`config.mk`:
```
export PLATFORM = sky130hd
export DESIGN_NAME = gpio_mmio_flat
export DESIGN_NICKNAME = d
export VERILOG_FILES = /design/src/rtl/gpio_pkg.sv /design/src/rtl/gpio_mmio_if.sv /design/src/rtl/gpio_sync.sv /design/src/rtl/gpio_mmio.sv /design/src/flat_wrapper.sv
export SDC_FILE = /design/constraint.sdc
export NUM_CORES = 1
export LEC_CHECK = 0
export ABC_AREA = 1
export ABC_CLOCK_PERIOD_IN_PS = 3790
export CAP_MARGIN = 30
export CORE_MARGIN = 4
export CORE_UTILIZATION = 50
export DETAILED_ROUTE_END_ITERATION = 12
export GPL_TIMING_DRIVEN = 1
export PLACE_DENSITY = 0.87
export SYNTH_ARGS = -nofsm -noshare
export SYNTH_HDL_FRONTEND = slang
export SYNTH_SLANG_ARGS = --single-unit
```
`constraint.sdc`:
```
create_clock -name clk -period 3.79 [get_ports clk]
set_input_delay 1.137 -clock clk [delete_from_list [all_inputs] [get_ports clk]]
set_output_delay 1.137 -clock clk [all_outputs]
set_load 0.03 [all_outputs]
```
`src/rtl/gpio_pkg.sv`:
```
// gpio_pkg: shared constants for the memory-mapped GPIO peripheral.
//   - Register offsets within the 0x20-byte window (OFF_OUT .. OFF_CTRL)
//   - Width and saturation value of the trigger hit counter
//   - Window-membership helper used by the address decoder
package gpio_pkg;

    localparam int unsigned HITS_W = 8;
    localparam logic [HITS_W-1:0] HITS_MAX = '1;

    localparam logic [4:0] OFF_OUT  = 5'h00;
    localparam logic [4:0] OFF_DIR  = 5'h04;
    localparam logic [4:0] OFF_IN   = 5'h08;
    localparam logic [4:0] OFF_IEN  = 5'h0C;
    localparam logic [4:0] OFF_STAT = 5'h10;
    localparam logic [4:0] OFF_HITS = 5'h14;
    localparam logic [4:0] OFF_CAP  = 5'h18;
    localparam logic [4:0] OFF_CTRL = 5'h1C;

    // The window is 32 bytes on a 32-byte boundary, so membership is
    // an equality test on the upper 27 address bits.
    function automatic logic in_window(input logic [31:0] addr, input logic [31:0] base);
        return addr[31:5] == base[31:5];
    endfunction

endpackage

```
`src/rtl/gpio_mmio_if.sv`:
```
// gpio_mmio_if: data-bus connection between the core (master) and the GPIO
// peripheral (slave).
//   addr  : byte address             (master -> slave)
//   wdata : write data               (master -> slave)
//   we    : write strobe             (master -> slave)
//   re    : read strobe              (master -> slave)
//   rdata : read data, 1-cycle late  (slave -> master)
interface gpio_mmio_if;

    logic [31:0] addr;
    logic [31:0] wdata;
    logic        we;
    logic        re;
    logic [31:0] rdata;

    modport master (output addr, output wdata, output we, output re, input rdata);
    modport slave  (input addr, input wdata, input we, input re, output rdata);

endinterface

```
`src/rtl/gpio_sync.sv`:
```
// gpio_sync: two-flop synchroniser for asynchronous pin inputs, followed by a
// third flop used for rising-edge detection.
//   clk      : clock
//   rst      : synchronous active-high reset
//   i_async  : asynchronous pin inputs
//   o_sync   : synchronised pin values (2-cycle delay)
//   o_rise   : one-cycle pulse per rising edge of o_sync
module gpio_sync #(
    parameter int unsigned WIDTH = 32
) (
    input  logic             clk,
    input  logic             rst,
    input  logic [WIDTH-1:0] i_async,
    output logic [WIDTH-1:0] o_sync,
    output logic [WIDTH-1:0] o_rise
);

    logic [WIDTH-1:0] r_meta;
    logic [WIDTH-1:0] r_sync;
    logic [WIDTH-1:0] r_sync_q;

    always_ff @(posedge clk) begin
        if (rst) begin
            r_meta   <= '0;
            r_sync   <= '0;
            r_sync_q <= '0;
        end else begin
            r_meta   <= i_async;
            r_sync   <= r_meta;
            r_sync_q <= r_sync;
        end
    end

    assign o_sync = r_sync;
    assign o_rise = r_sync & ~r_sync_q;

endmodule

```
`src/rtl/gpio_mmio.sv`:
```
// gpio_mmio: memory-mapped GPIO peripheral with edge interrupts and a
// write-trigger monitor.
//   clk       : clock, all logic on posedge
//   rst       : synchronous active-high reset
//   bus       : data-bus slave port (addr, wdata, we, re -> rdata)
//   gpio_in   : asynchronous pin inputs
//   gpio_out  : pin output values (OUT & DIR)
//   gpio_oe   : per-pin output enable (DIR)
//   cap_data  : wdata of the TRIG_HITS-th write to TRIG_ADDR
//   cap_valid : capture has occurred (until rst or CTRL clear)
//   irq       : level interrupt, |(STAT & IEN)
// Register map (offset from BASE_ADDR):
//   0x00 OUT rw, 0x04 DIR rw, 0x08 IN ro, 0x0C IEN rw, 0x10 STAT w1c,
//   0x14 HITS ro, 0x18 CAP ro, 0x1C CTRL wo (bit0 clears HITS/CAP/cap_valid)
module gpio_mmio
    import gpio_pkg::*;
#(
    parameter int unsigned WIDTH     = 32,
    parameter logic [31:0] BASE_ADDR = 32'h0000_F000,
    parameter logic [31:0] TRIG_ADDR = 32'h0000_ABCD,
    parameter int unsigned TRIG_HITS = 2
) (
    input  logic              clk,
    input  logic              rst,
    gpio_mmio_if.slave        bus,
    input  logic [WIDTH-1:0]  gpio_in,
    output logic [WIDTH-1:0]  gpio_out,
    output logic [WIDTH-1:0]  gpio_oe,
    output logic [31:0]       cap_data,
    output logic              cap_valid,
    output logic              irq
);

    localparam logic [HITS_W-1:0] TRIG_N = HITS_W'(TRIG_HITS);

    logic [WIDTH-1:0]  r_out;
    logic [WIDTH-1:0]  r_dir;
    logic [WIDTH-1:0]  r_ien;
    logic [WIDTH-1:0]  r_stat;
    logic [HITS_W-1:0] r_hits;
    logic [31:0]       r_cap;
    logic              r_cap_valid;
    logic [31:0]       r_rdata;

    logic [WIDTH-1:0]  w_sync;
    logic [WIDTH-1:0]  w_rise;
    logic              w_in_win;
    logic [4:0]        w_off;
    logic [WIDTH-1:0]  w_wdata;
    logic              w_wr;
    logic              w_hit;
    logic              w_clr;
    logic [HITS_W-1:0] w_hits_inc;
    logic [31:0]       w_rmux;

    gpio_sync #(.WIDTH(WIDTH)) u_sync (
        .clk     (clk),
        .rst     (rst),
        .i_async (gpio_in),
        .o_sync  (w_sync),
        .o_rise  (w_rise)
    );

    assign w_in_win   = in_window(bus.addr, BASE_ADDR);
    assign w_off      = bus.addr[4:0];
    assign w_wdata    = bus.wdata[WIDTH-1:0];
    assign w_wr       = bus.we && w_in_win;
    // Hit detection is independent of the window decode, so a TRIG_ADDR
    // that lands on a register both writes the register and counts.
    assign w_hit      = bus.we && (bus.addr == TRIG_ADDR);
    assign w_clr      = w_wr && (w_off == OFF_CTRL) && bus.wdata[0];
    assign w_hits_inc = r_hits + HITS_W'(1);

    // Register file
    always_ff @(posedge clk) begin
        if (rst) begin
            r_out  <= '0;
            r_dir  <= '0;
            r_ien  <= '0;
            r_stat <= '0;
        end else begin
            if (w_wr && (w_off == OFF_OUT)) r_out <= w_wdata;
            if (w_wr && (w_off == OFF_DIR)) r_dir <= w_wdata;
            if (w_wr && (w_off == OFF_IEN)) r_ien <= w_wdata;
            // New edges are OR-ed in after the clear so a coincident
            // edge keeps its flag set.
            if (w_wr && (w_off == OFF_STAT))
                r_stat <= (r_stat & ~w_wdata) | w_rise;
            else
                r_stat <= r_stat | w_rise;
        end
    end

    // Trigger counter and capture; a CTRL clear overrides a coincident hit.
    always_ff @(posedge clk) begin
        if (rst || w_clr) begin
            r_hits      <= '0;
            r_cap       <= '0;
            r_cap_valid <= 1'b0;
        end else if (w_hit && (r_hits != HITS_MAX)) begin
            r_hits <= w_hits_inc;
            if ((w_hits_inc == TRIG_N) && !r_cap_valid) begin
                r_cap       <= bus.wdata;
                r_cap_valid <= 1'b1;
            end
        end
    end

    // Read mux: unmapped offsets and out-of-window addresses return 0.
    always_comb begin
        w_rmux = '0;
        if (w_in_win) begin
            case (w_off)
                OFF_OUT:  w_rmux[WIDTH-1:0]  = r_out;
                OFF_DIR:  w_rmux[WIDTH-1:0]  = r_dir;
                OFF_IN:   w_rmux[WIDTH-1:0]  = w_sync;
                OFF_IEN:  w_rmux[WIDTH-1:0]  = r_ien;
                OFF_STAT: w_rmux[WIDTH-1:0]  = r_stat;
                OFF_HITS: w_rmux[HITS_W-1:0] = r_hits;
                OFF_CAP:  w_rmux             = r_cap;
                default:  w_rmux             = '0;
            endcase
        end
    end

    always_ff @(posedge clk) begin
        if (rst)
            r_rdata <= '0;
        else if (bus.re)
            r_rdata <= w_rmux;
    end

    assign bus.rdata = r_rdata;
    assign gpio_out  = r_out & r_dir;
    assign gpio_oe   = r_dir;
    assign cap_data  = r_cap;
    assign cap_valid = r_cap_valid;
    assign irq       = |(r_stat & r_ien);

endmodule

```
`src/flat_wrapper.sv`:
```
// flat-port wrapper written by rule: the top's interface ports become plain ports
module gpio_mmio_flat import gpio_pkg::*;
#(
    parameter int unsigned WIDTH     = 32,
    parameter logic [31:0] BASE_ADDR = 32'h0000_F000,
    parameter logic [31:0] TRIG_ADDR = 32'h0000_ABCD,
    parameter int unsigned TRIG_HITS = 2
)
  (clk, rst, gpio_in, gpio_out, gpio_oe, cap_data, cap_valid, irq, bus_addr, bus_wdata, bus_we, bus_re, bus_rdata);
  gpio_mmio_if bus_i ();
  input  logic clk;
  input  logic rst;
  input  logic [WIDTH-1:0] gpio_in;
  output logic [WIDTH-1:0] gpio_out;
  output logic [WIDTH-1:0] gpio_oe;
  output logic [31:0] cap_data;
  output logic cap_valid;
  output logic irq;
  input wire logic [$bits(bus_i.addr)-1:0] bus_addr;
  input wire logic [$bits(bus_i.wdata)-1:0] bus_wdata;
  input wire logic [$bits(bus_i.we)-1:0] bus_we;
  input wire logic [$bits(bus_i.re)-1:0] bus_re;
  output wire logic [$bits(bus_i.rdata)-1:0] bus_rdata;
  assign bus_i.addr = bus_addr;
  assign bus_i.wdata = bus_wdata;
  assign bus_i.we = bus_we;
  assign bus_i.re = bus_re;
  assign bus_rdata = bus_i.rdata;
  gpio_mmio #(.WIDTH(WIDTH), .BASE_ADDR(BASE_ADDR), .TRIG_ADDR(TRIG_ADDR), .TRIG_HITS(TRIG_HITS)) u_core (.clk(clk), .rst(rst), .bus(bus_i), .gpio_in(gpio_in), .gpio_out(gpio_out), .gpio_oe(gpio_oe), .cap_data(cap_data), .cap_valid(cap_valid), .irq(irq));
endmodule
```
---- Word-level counts from Yosys, hierarchy flattened ----
Cells that the tools add are included.
cells by class
  add/sub/neg operators ................... 1
  equality and inequality tests ........... 11
  muxes and demuxes ....................... 4
  bitwise logic cells ..................... 8
  reduce and logical (&&, ||, !) cells .... 15
operator list
  kind                  count
  $pmux 24 s6           1
  $and 32x32->32        4
  $mux 32               2
  $not 32->32           2
  $or 32x32->32         2
  $pmux 8 s7            1
  $eq 32x16->1 const B  1
  $reduce_or 32->1      1
  $eq 27x11->1 const B  1
  $eq 5x5->1 const B    4
  $eq 5x4->1 const B    2
  $logic_and 1x1->1     10
  $add 8x1->8 const B   1
  $eq 8x2->1 const B    1
  $ne 8x8->1 const B    1
  $eq 5x3->1 const B    1
  $logic_not 5->1       1
  $reduce_and 2->1      1
  $logic_not 1->1       1
  $logic_or 1x1->1      1
word-level totals
  register bits after elaboration ......... 297
  output and inout bits ................... 130
  word-level logic and storage cells ...... 50

---- Longest topological paths before layout ----
Gate-level depths: netlist of the first run.
  word-level depth ........................ 5
  gate-level depth with buffers ........... 13
  gate-level depth less buffers ........... 12

---- Cells and area by module ----
A second synthesis of the first run with hierarchy kept.
unflattened totals
  cells, all modules ...................... 2168
  area, all modules ....................... 13865.8 µm²
modules (own cells, without submodules)
  module     times used  cells each  area an instance (µm²)  sequential area each (µm²)
  gpio_mmio  1           1837        10931.7                 4023.9
  gpio_sync  1           331         2934.1                  1921.8

---- Worst setup path after synthesis of the first run ----
OpenSTA, ideal clock, no wires.
  path kind ............................... input to register
  start point ............................. in bus_addr[18]
  end point ............................... reg u_core.r_out[11]
  setup time .............................. 0.118 ns
  data arrival time ....................... 2.261 ns
  required time ........................... 3.672 ns
  setup slack ............................. 1.411 ns
  stages on the path ...................... 10
  buffers on the path ..................... 2
  path through ............................ nor2_1 nand2_1 nor2_1 nand2_1 nor2_1 nand2_1 clkbuf_1 buf_2 nor3_1 nor2_1
between the ends
  longest elaborated chain between the ends .. 3
RTL lines
  element               RTL line            text
  start, declared       flat_wrapper.sv:19  input wire logic [$bits(bus_i.addr)-1:0] bus_addr;
  $eq 27x11->1          gpio_pkg.sv:22      return addr[31:5] == base[31:5];
  $logic_and 1x1->1     gpio_mmio.sv:67     assign w_wr = bus.we && w_in_win;
  $logic_and 1x1->1     gpio_mmio.sv:82     if (w_wr && (w_off == OFF_OUT)) r_out <= w_wdata;
  end signal, assigned  gpio_mmio.sv:82
  end, declared         gpio_mmio.sv:36     logic [WIDTH-1:0] r_out;
No other way between the ends.
A chain may end at the register's enable or synchronous reset.

---- Worst setup path in the final report of the first run ----
  start point ............................. reg u_core.r_stat[13]
  end point ............................... out irq
between the ends
  longest elaborated chain between the ends .. 2
RTL lines
  element                 RTL line            text
  start, declared         gpio_mmio.sv:39     logic [WIDTH-1:0] r_stat;
  start signal, assigned  gpio_mmio.sv:88     r_stat <= (r_stat & ~w_wdata) | w_rise;
  start signal, assigned  gpio_mmio.sv:90     r_stat <= r_stat | w_rise;
  $and 32x32->32          gpio_mmio.sv:138    assign irq = |(r_stat & r_ien);
  $reduce_or 32->1        gpio_mmio.sv:138
  end, declared           flat_wrapper.sv:18  output logic irq;
No other way between the ends.

==> results of run 1 <==
layout make-up:
type	instances	share of cell area [%]
timing repair buffer	261	15.20
sequential	297	34.54
clock inverter	8	0.7268
clock buffer	48	5.633
multi-input combinational	1359	33.13
inverter	381	8.315
tap	335	2.435
antenna	1	0.01454
state kept, by name, summed over array words and instances (netlist names):
register,cells
u_core.bus.rdata,32
u_core.cap_data,32
u_core.gpio_oe,32
u_core.r_ien,32
u_core.r_out,32
u_core.r_stat,32
u_core.u_sync.o_sync,32
u_core.u_sync.r_meta,32
u_core.u_sync.r_sync_q,32
u_core.r_hits,8
u_core.cap_valid,1
critical path, stage by stage (launching register included):
cell,delay (ns)
dfxtp_1,0.33
nand2_1,0.07
o21ai_0,0.10
nor4_1,0.54
nand4_1,0.29
clkdlybuf4s50_1,0.67
cells by family after synthesis:
group | share of synthesized area, %
flip-flops | 43.96
buffers and inverters | 14.10
AO/OA/AOI/OAI | 4.699
AND/OR/NAND/NOR | 36.88
adder cells (fa/ha/maj) | 0.1850
XOR/XNOR | 0.1850
where the power goes:
part / leakage, nW / internal, mW / total, mW / switching [mW]
registers: 2.41 / 3.18 / 3.21 / 0.0274
logic: 4.66 / 0.143 / 0.359 / 0.216
clock network: 0.539 / 1.95 / 3.20 / 1.25
metal layers:
| metal | up-vias | part of all wire, % | GRT usage [%] |
|---|---|---|---|
| li1 | 6772 | - | - |
| met1 | 6201 | 40 | 36.93 |
| met2 | 844 | 44 | 44.26 |
| met3 | 156 | 11 | 5.075 |
| met4 | 0 | 4.6 | 12.88 |
| met5 | - | 0 | 0 |
worst paths after layout:
path                                    from                  end  cells after the start
setup reg to reg            u_core.r_hits[0]  u_core.cap_data[21]                     11
setup / recovery           u_core.r_stat[13]                  irq                      5
hold / removal    u_core.u_sync.r_sync_q[28]    u_core.r_stat[28]                      1
hold reg to reg   u_core.u_sync.r_sync_q[28]    u_core.r_stat[28]                      1
placed cells by master, fill, tap and decap left out:
master,netlist,layout
a21oi_1,38,38
a221oi_1,1,1
and2_1,2,2
buf_12,0,7
buf_4,4,26
bufinv_16,0,3
clkbuf_1,49,4
clkbuf_16,0,31
clkbuf_8,0,13
clkdlybuf4s50_1,0,228
clkinv_1,1,1
clkinv_2,0,3
clkinv_4,0,1
clkinvlp_4,0,1
dfxtp_1,297,297
diode_2,0,1
ha_1,2,2
inv_1,371,370
inv_2,9,9
inv_6,0,1
nand2_1,544,543
nand2_2,3,3
nand2_4,0,1
nand3_1,22,19
nand3_2,1,4
nand3b_1,1,1
nand4_1,45,45
nor2_1,469,468
nor2_2,4,4
nor2_4,3,4
nor3_1,136,136
nor4_1,1,1
o21a_1,1,1
o21ai_0,63,63
o21ai_1,14,14
o22ai_1,7,7
xnor2_1,1,1
xor2_2,1,1
stage by stage:
| step | hold WS, ns | std cells |
|---|---|---|
| floorplan | 0.3883 | 2139 |
| global placement | 0.3896 | 2633 |
| detailed placement | 0.3916 | 2633 |
| CTS | 0.3999 | 2689 |
| global route | 0.4099 | 2690 |
| finish | 0.3994 | 2690 |
==> summary.txt, run 1 <==
OUTCOME
--------------------------------------------------------------------------------------
Run status                                                                complete, no violations

PLACED DESIGN
--------------------------------------------------------------------------------------
Weighted congestion at the end of routability-driven global placement           0.9218
DP Area                                                                     16,120 µm²
IO buf count                                                                       229
Worst setup slack before clock tree synthesis                                0.4801 ns
Final HPWL DP                                                                 28.84 mm

CTS
--------------------------------------------------------------------------------------
Buffer levels on the longest clock path                                              3
Clock tree root driver cell                                                  clkbuf_16
Total setup buffers inserted after CTS                                               0
Clock slew at the register clock pins of the worst setup and hold paths        0.07 ns
Total clock buffers created by CTS                                                  31
Maximum level of the CTS H-tree                                                      1
Clock latency on the worst-skew pair                                           0.55 ns
Number of clock sinks seen by CTS                                                  297
# hold bufs at CTS                                                                   0
TritonCTS clock tree                                                              done
# resized after CTS                                                                  0

SYNTH
--------------------------------------------------------------------------------------
Number of synthesized flops with an enable pin                                       0
Count of warnings emitted by yosys                                                   0
Cell types with the highest counts after synthesis                        nand2_1 (544), nor2_1 (469), inv_1 (371)
#FFs+latches synth                                                                 297
Netlist cell types                                                                  30
Mean cell area of the mapped netlist                                         6.324 µm²
Count of mapped cells out of synthesis                                           2,139
Top-area cell type share of the netlist area                                    43.96%
Post-Syn Nets                                                                    2,241
Sequential-to-total area share from yosys stat                                  43.96%
Area of the mapped netlist                                                  13,530 µm²
Most repeated cell in the gate-level netlist after synthesis                   nand2_1
Biggest area consumer among synthesized cells                                  dfxtp_1
Synth top area cells                                                      dfxtp_1 (44%), nand2_1 (15%), nor2_1 (13%)
Most used DFF post-synth                                                       dfxtp_1
Post-synthesis async set-or-reset flop share                                        0%

FLOORPLAN
--------------------------------------------------------------------------------------
Area of the core                                                            26,350 µm²
Number of primary I/O pins                                                         230
Die Height                                                                    172.5 µm
Die Wd                                                                        172.5 µm
Initial cell density of the core                                                51.33%
Standard-cell rows                                                                  59
Die area                                                                    29,750 µm²

WORST SETUP PATH
--------------------------------------------------------------------------------------
Data arrival, critical path                                                    2.55 ns
Setup crit start kind                                                        flip-flop
Maximum fanout count along the critical path                                         3
Internal reg-to-reg setup slack                                                1.31 ns
Critical path type                                                             reg2out
Required time at the endpoint of the critical path                             2.65 ns
Category of the worst setup path capture point                             output port

DETAILED ROUTING
--------------------------------------------------------------------------------------
Via density per instance                                                         5.194
Via count                                                                       13,973
Initial DRC count                                                                1,550
Drt first pass iters                                                                 5
Count of antenna-violating nets left after detailed routing                          0
Routed WL                                                                     43.08 mm
Remaining routing DRC violations                                                     0
Avg WL per Cell                                                               16.02 µm

PWR
--------------------------------------------------------------------------------------
Total power per unit cell area                                            393.2 nW/µm²
Reported leakage power                                                        7.613 nW
Sum of internal, switching and leakage power                                  6.770 mW
Worst IR drop on VDD                                                       0.0003518 V

GLOBAL ROUTE
--------------------------------------------------------------------------------------
Number of global-route vias before repair                                       13,224
Maximum number of pins on one net before global-route repair                        83
First-pass GRT wire length                                                    66.85 mm
Aggregate global-route resource usage                                           27.86%
Initial antenna violation count                                                      1
GRT overflow                                                                         0

CELLS AND AREA
--------------------------------------------------------------------------------------
Synth-to-layout area growth                                                     27.27%
Layout cell share with drive strength beyond 1                                  4.758%
Area occupied by multi-input gates                                            5704 µm²
Sequential Area                                                               5946 µm²
Filler instances                                                                 2,285
Number of nets in the layout                                                     2,433
Utilization after layout                                                        65.32%
Finished layout cell area                                                   17,220 µm²

TIMING
--------------------------------------------------------------------------------------
Unrepaired setup endpoints after global routing                                     no
Setup TNS Final                                                                   0 ns
Ratio of final minimum period to clock period                                   97.27%
Top achievable clock speed                                                   271.2 MHz
Worst Slack Setup Final                                                      0.1033 ns
Final number of setup-violating endpoints                                            0
Max-slew violation total from the final report                                       0
Number of hold-slack violations in the final timing report                           0
Transition at the pin with the smallest max-transition slack                 0.8651 ns
Post-layout min period                                                        3.687 ns
Setup skew after layout                                                    0.009901 ns
Slew headroom                                                                   42.33%

WORST HOLD PATH
--------------------------------------------------------------------------------------
Hold WC Path Type                                                              reg2reg

FLOW RUN
--------------------------------------------------------------------------------------
Max-cap violations                                                                   0

Note: power is estimated with default switching activity, not from simulation.
==> run 2, diff against run 1 <==
--- a/config.mk
+++ b/config.mk
@@ -16,3 +16,4 @@
 export SYNTH_ARGS = -nofsm -noshare
 export SYNTH_HDL_FRONTEND = slang
 export SYNTH_SLANG_ARGS = --single-unit
+export TNS_END_PERCENT = 5
==> results of run 2 <==
The final DEF is identical to that of run 1; final timing and power are the same.
==> run 3, diff against run 2 <==
--- a/config.mk
+++ b/config.mk
@@ -10,10 +10,13 @@
 export CAP_MARGIN = 30
 export CORE_MARGIN = 4
 export CORE_UTILIZATION = 50
+export CTS_BUF_LIST = sky130_fd_sc_hd__clkbuf_2 sky130_fd_sc_hd__clkbuf_4 sky130_fd_sc_hd__clkbuf_8
 export DETAILED_ROUTE_END_ITERATION = 12
+export GPL_ROUTABILITY_DRIVEN = 0
 export GPL_TIMING_DRIVEN = 1
 export PLACE_DENSITY = 0.87
 export SYNTH_ARGS = -nofsm -noshare
 export SYNTH_HDL_FRONTEND = slang
+export SYNTH_HIERARCHICAL = 1
 export SYNTH_SLANG_ARGS = --single-unit
 export TNS_END_PERCENT = 5
==> run 3 against run 2 <==
  * Setup slack worse by 0.062 ns
  * Register-to-register slack worse by 0.13 ns
  * Synthesized cell count is 1.4% higher
  * Global-route usage is 1.4 points lower
  * Via count is 2.8% higher
  * Worst hold slack worse by 0.0037 ns
  * Highest routed layer unchanged
==> summary.txt, run 3 <==
OUTCOME
--------------------------------------------------------------------------------------
Run status                                                                complete, no violations

SYNTH
--------------------------------------------------------------------------------------
Netlist cell types                                                                  30   unchanged
Number of synthesized flops with an enable pin                                       0   unchanged
Area of the mapped netlist                                                  13,870 µm²   +2.5%
Cell types with the highest counts after synthesis                        nand2_1 (579), nor2_1 (469), inv_1 (360)
Mean cell area of the mapped netlist                                         6.396 µm²   +1.1%
#FFs+latches synth                                                                 297   unchanged
Post-synthesis async set-or-reset flop share                                        0%   unchanged
Count of warnings emitted by yosys                                                   6   +6
Count of mapped cells out of synthesis                                           2,168   +1.4%
Most repeated cell in the gate-level netlist after synthesis                   nand2_1
Synth top area cells                                                      dfxtp_1 (43%), nand2_1 (16%), nor2_1 (13%)
Biggest area consumer among synthesized cells                                  dfxtp_1
Post-Syn Nets                                                                    2,270   +1.3%
Top-area cell type share of the netlist area                                    42.88%   -1.1 points
Most used DFF post-synth                                                       dfxtp_1
Sequential-to-total area share from yosys stat                                  42.88%   -1.1 points

TIMING
--------------------------------------------------------------------------------------
Top achievable clock speed                                                   266.8 MHz   -1.6%
Slew headroom                                                                   47.10%   +4.8 points
Hold slack                                                                   0.3956 ns   -0.003734 ns
Post-layout min period                                                        3.748 ns   +0.06151 ns
Unrepaired setup endpoints after global routing                                     no
Number of hold-slack violations in the final timing report                           0   unchanged
Setup skew after layout                                                     0.02827 ns   +0.01837 ns
Max-slew violation total from the final report                                       0   unchanged
Final number of setup-violating endpoints                                            0   unchanged
Ratio of final minimum period to clock period                                   98.90%   +1.6 points
Transition at the pin with the smallest max-transition slack                 0.7935 ns   -0.07158 ns
Setup TNS Final                                                                   0 ns   unchanged

PWR
--------------------------------------------------------------------------------------
Sum of internal, switching and leakage power                                  6.425 mW   -5.1%
Total power per unit cell area                                            371.0 nW/µm²   -5.7%
Clk network pwr share                                                            43.6%   -3.7 points
Proportion of power drawn by combinational gates                                  6.4%   +1.1 points
Share of total power in sequential cells                                         50.0%   +2.6 points
Net switching power of the design                                             1.527 mW   +2.4%
Reported leakage power                                                        8.196 nW   +7.7%
Internal Power                                                                4.898 mW   -7.2%
Share of total power consumed by net switching                                  23.77%   +1.7 points
Worst IR drop on VDD                                                       0.0002443 V   -31%

DETAILED ROUTING
--------------------------------------------------------------------------------------
Count of antenna-violating nets left after detailed routing                          0   unchanged
Routed WL                                                                     42.46 mm   -1.5%
Avg WL per Cell                                                               15.34 µm   -4.2%
Via count                                                                       14,368   +2.8%
Remaining routing DRC violations                                                     0   unchanged
Initial DRC count                                                                1,687   +8.8%
Via density per instance                                                         5.191   about the same
Drt first pass iters                                                                 7   +2

CTS
--------------------------------------------------------------------------------------
Clock latency on the worst-skew pair                                           0.57 ns   +0.02 ns
Total setup buffers inserted after CTS                                               0   unchanged
Buffer levels on the longest clock path                                              3   unchanged
Maximum level of the CTS H-tree                                                      2   +1
# resized after CTS                                                                  0   unchanged
Number of clock sinks seen by CTS                                                  297   unchanged
Clock tree root driver cell                                                   clkbuf_8
# hold bufs at CTS                                                                   0   unchanged
Total clock buffers created by CTS                                                  48   +55%
TritonCTS clock tree                                                              done
Clock slew at the register clock pins of the worst setup and hold paths        0.07 ns   about the same

GLOBAL ROUTE
--------------------------------------------------------------------------------------
Number of global-route vias before repair                                       13,650   +3.2%
Initial antenna violation count                                                      0   -1
Aggregate global-route resource usage                                           26.44%   -1.4 points
Maximum number of pins on one net before global-route repair                        97   +17%
GRT overflow                                                                         0   unchanged
First-pass GRT wire length                                                    67.18 mm   +0.50%

CELLS AND AREA
--------------------------------------------------------------------------------------
Commonest cells after routing, fill and taps aside                        nand2_1 (579), nor2_1 (466), inv_1 (360)
Layout cell share with drive strength beyond 1                                  6.260%   +1.5 points
Filler instances                                                                 2,320   +1.5%
Leading cell type in the layout, fill and taps excluded                        nand2_1
Synth-to-layout area growth                                                     24.90%
Number of nets in the layout                                                     2,465   +1.3%
Non-filler instance count after layout                                           2,768   +2.9%
Number of inserted diodes                                                            0   -1

WORST SETUP PATH
--------------------------------------------------------------------------------------
Category of the worst setup path capture point                             output port
Required time at the endpoint of the critical path                             2.65 ns   about the same
Setup crit start kind                                                        flip-flop
Maximum fanout count along the critical path                                         3   unchanged
Source of the worst register-to-register timing path                      u_core/r_hits[0]
Critical path type                                                             reg2out
Startpoint of the worst setup timing path                                 u_core/r_stat[12]
Data arrival, critical path                                                    2.61 ns   +0.06 ns

FLOORPLAN
--------------------------------------------------------------------------------------
Die Height                                                                    174.5 µm   +1.2%
Initial cell density of the core                                                51.16%   -0.16 points
Die Wd                                                                        174.5 µm   +1.2%
Area of the core                                                            27,100 µm²   +2.8%
Number of primary I/O pins                                                         230   unchanged
Die area                                                                    30,460 µm²   +2.4%
Standard-cell rows                                                                  60   +1.7%

WORST HOLD PATH
--------------------------------------------------------------------------------------
Hold WC Path Type                                                              reg2reg
Worst Hold Launch                                                         u_core/u_sync/r_meta[8]

PLACED DESIGN
--------------------------------------------------------------------------------------
IO buf count                                                                       229   unchanged
Final HPWL DP                                                                 29.05 mm   +0.71%
Count of placed standard cells including taps                                    2,685   +2.0%

FLOW RUN
--------------------------------------------------------------------------------------
Max-cap violations                                                                   0   unchanged

## run 3: power by group through the flow
stage | logic [mW] | registers [mW] | clock network, mW
after detailed placement | 0.399 | 3.28 | 0
after global placement | 0.392 | 3.28 | 0
after CTS | 0.402 | 3.21 | 2.83
final | 0.410 | 3.21 | 2.80
after global routing | 0.441 | 3.22 | 2.98
after floorplan | 0.204 | 3.27 | 0
## run 3: worst max-delay path: stages, from the launching register on
cell and delay [ns]:
dfxtp_1 0.32, nand2_1 0.07, inv_1 0.04, a221oi_1 0.29, nand3_1 0.16, nor3_1 0.32
nand2_1 0.22, clkdlybuf4s50_1 0.64
## run 3: cells by family after synthesis
group	synth area share, %
AND/OR/NAND/NOR	38.01
flip-flops	42.88
AO/OA/AOI/OAI	4.765
buffers and inverters	14.17
adder cells (fa/ha/maj)	0.1804
## run 3: metal layers
metal	vias to the layer above	GRT usage, %	routed length [µm]
li1	6926	-	-
met1	6436	31.53	15900
met2	845	44.17	19610
met3	161	6.133	4786
met4	0	14.37	2163
met5	-	0	0
## run 3: area by class of cell
class	instances	area [µm²]	area share (%)
clock buffers	74	930.9	5.375
clock inverters	9	48.80	0.2818
inverters	367	1378	7.955
multi-input cells	1388	5978	34.52
flip-flops and latches	297	5946	34.33
well taps	372	465.4	2.688
repair buffers	261	2571	14.85
## run 3: per-stage QoR
stage / worst slack (ns) / util, % / area (µm²)
finish: 0.04181 / 63.90 / 17320
global placement: 0.5126 / 60.29 / 16340
CTS: 0.08085 / 63.90 / 17320
detailed placement: 0.4369 / 60.29 / 16340
global route: 0.02789 / 63.90 / 17320
floorplan: 1.404 / - / 13870
## run 3: final timing paths
path / endpoint / slack (ns) / cells past startpoint
worst min-delay path: u_core/u_sync/o_sync[8] / 0.40 / 2
worst max-delay path: irq / 0.04 / 7
worst min register to register: u_core/u_sync/o_sync[8] / 0.40 / 2
worst max register to register: u_core/cap_data[15] / 1.18 / 11
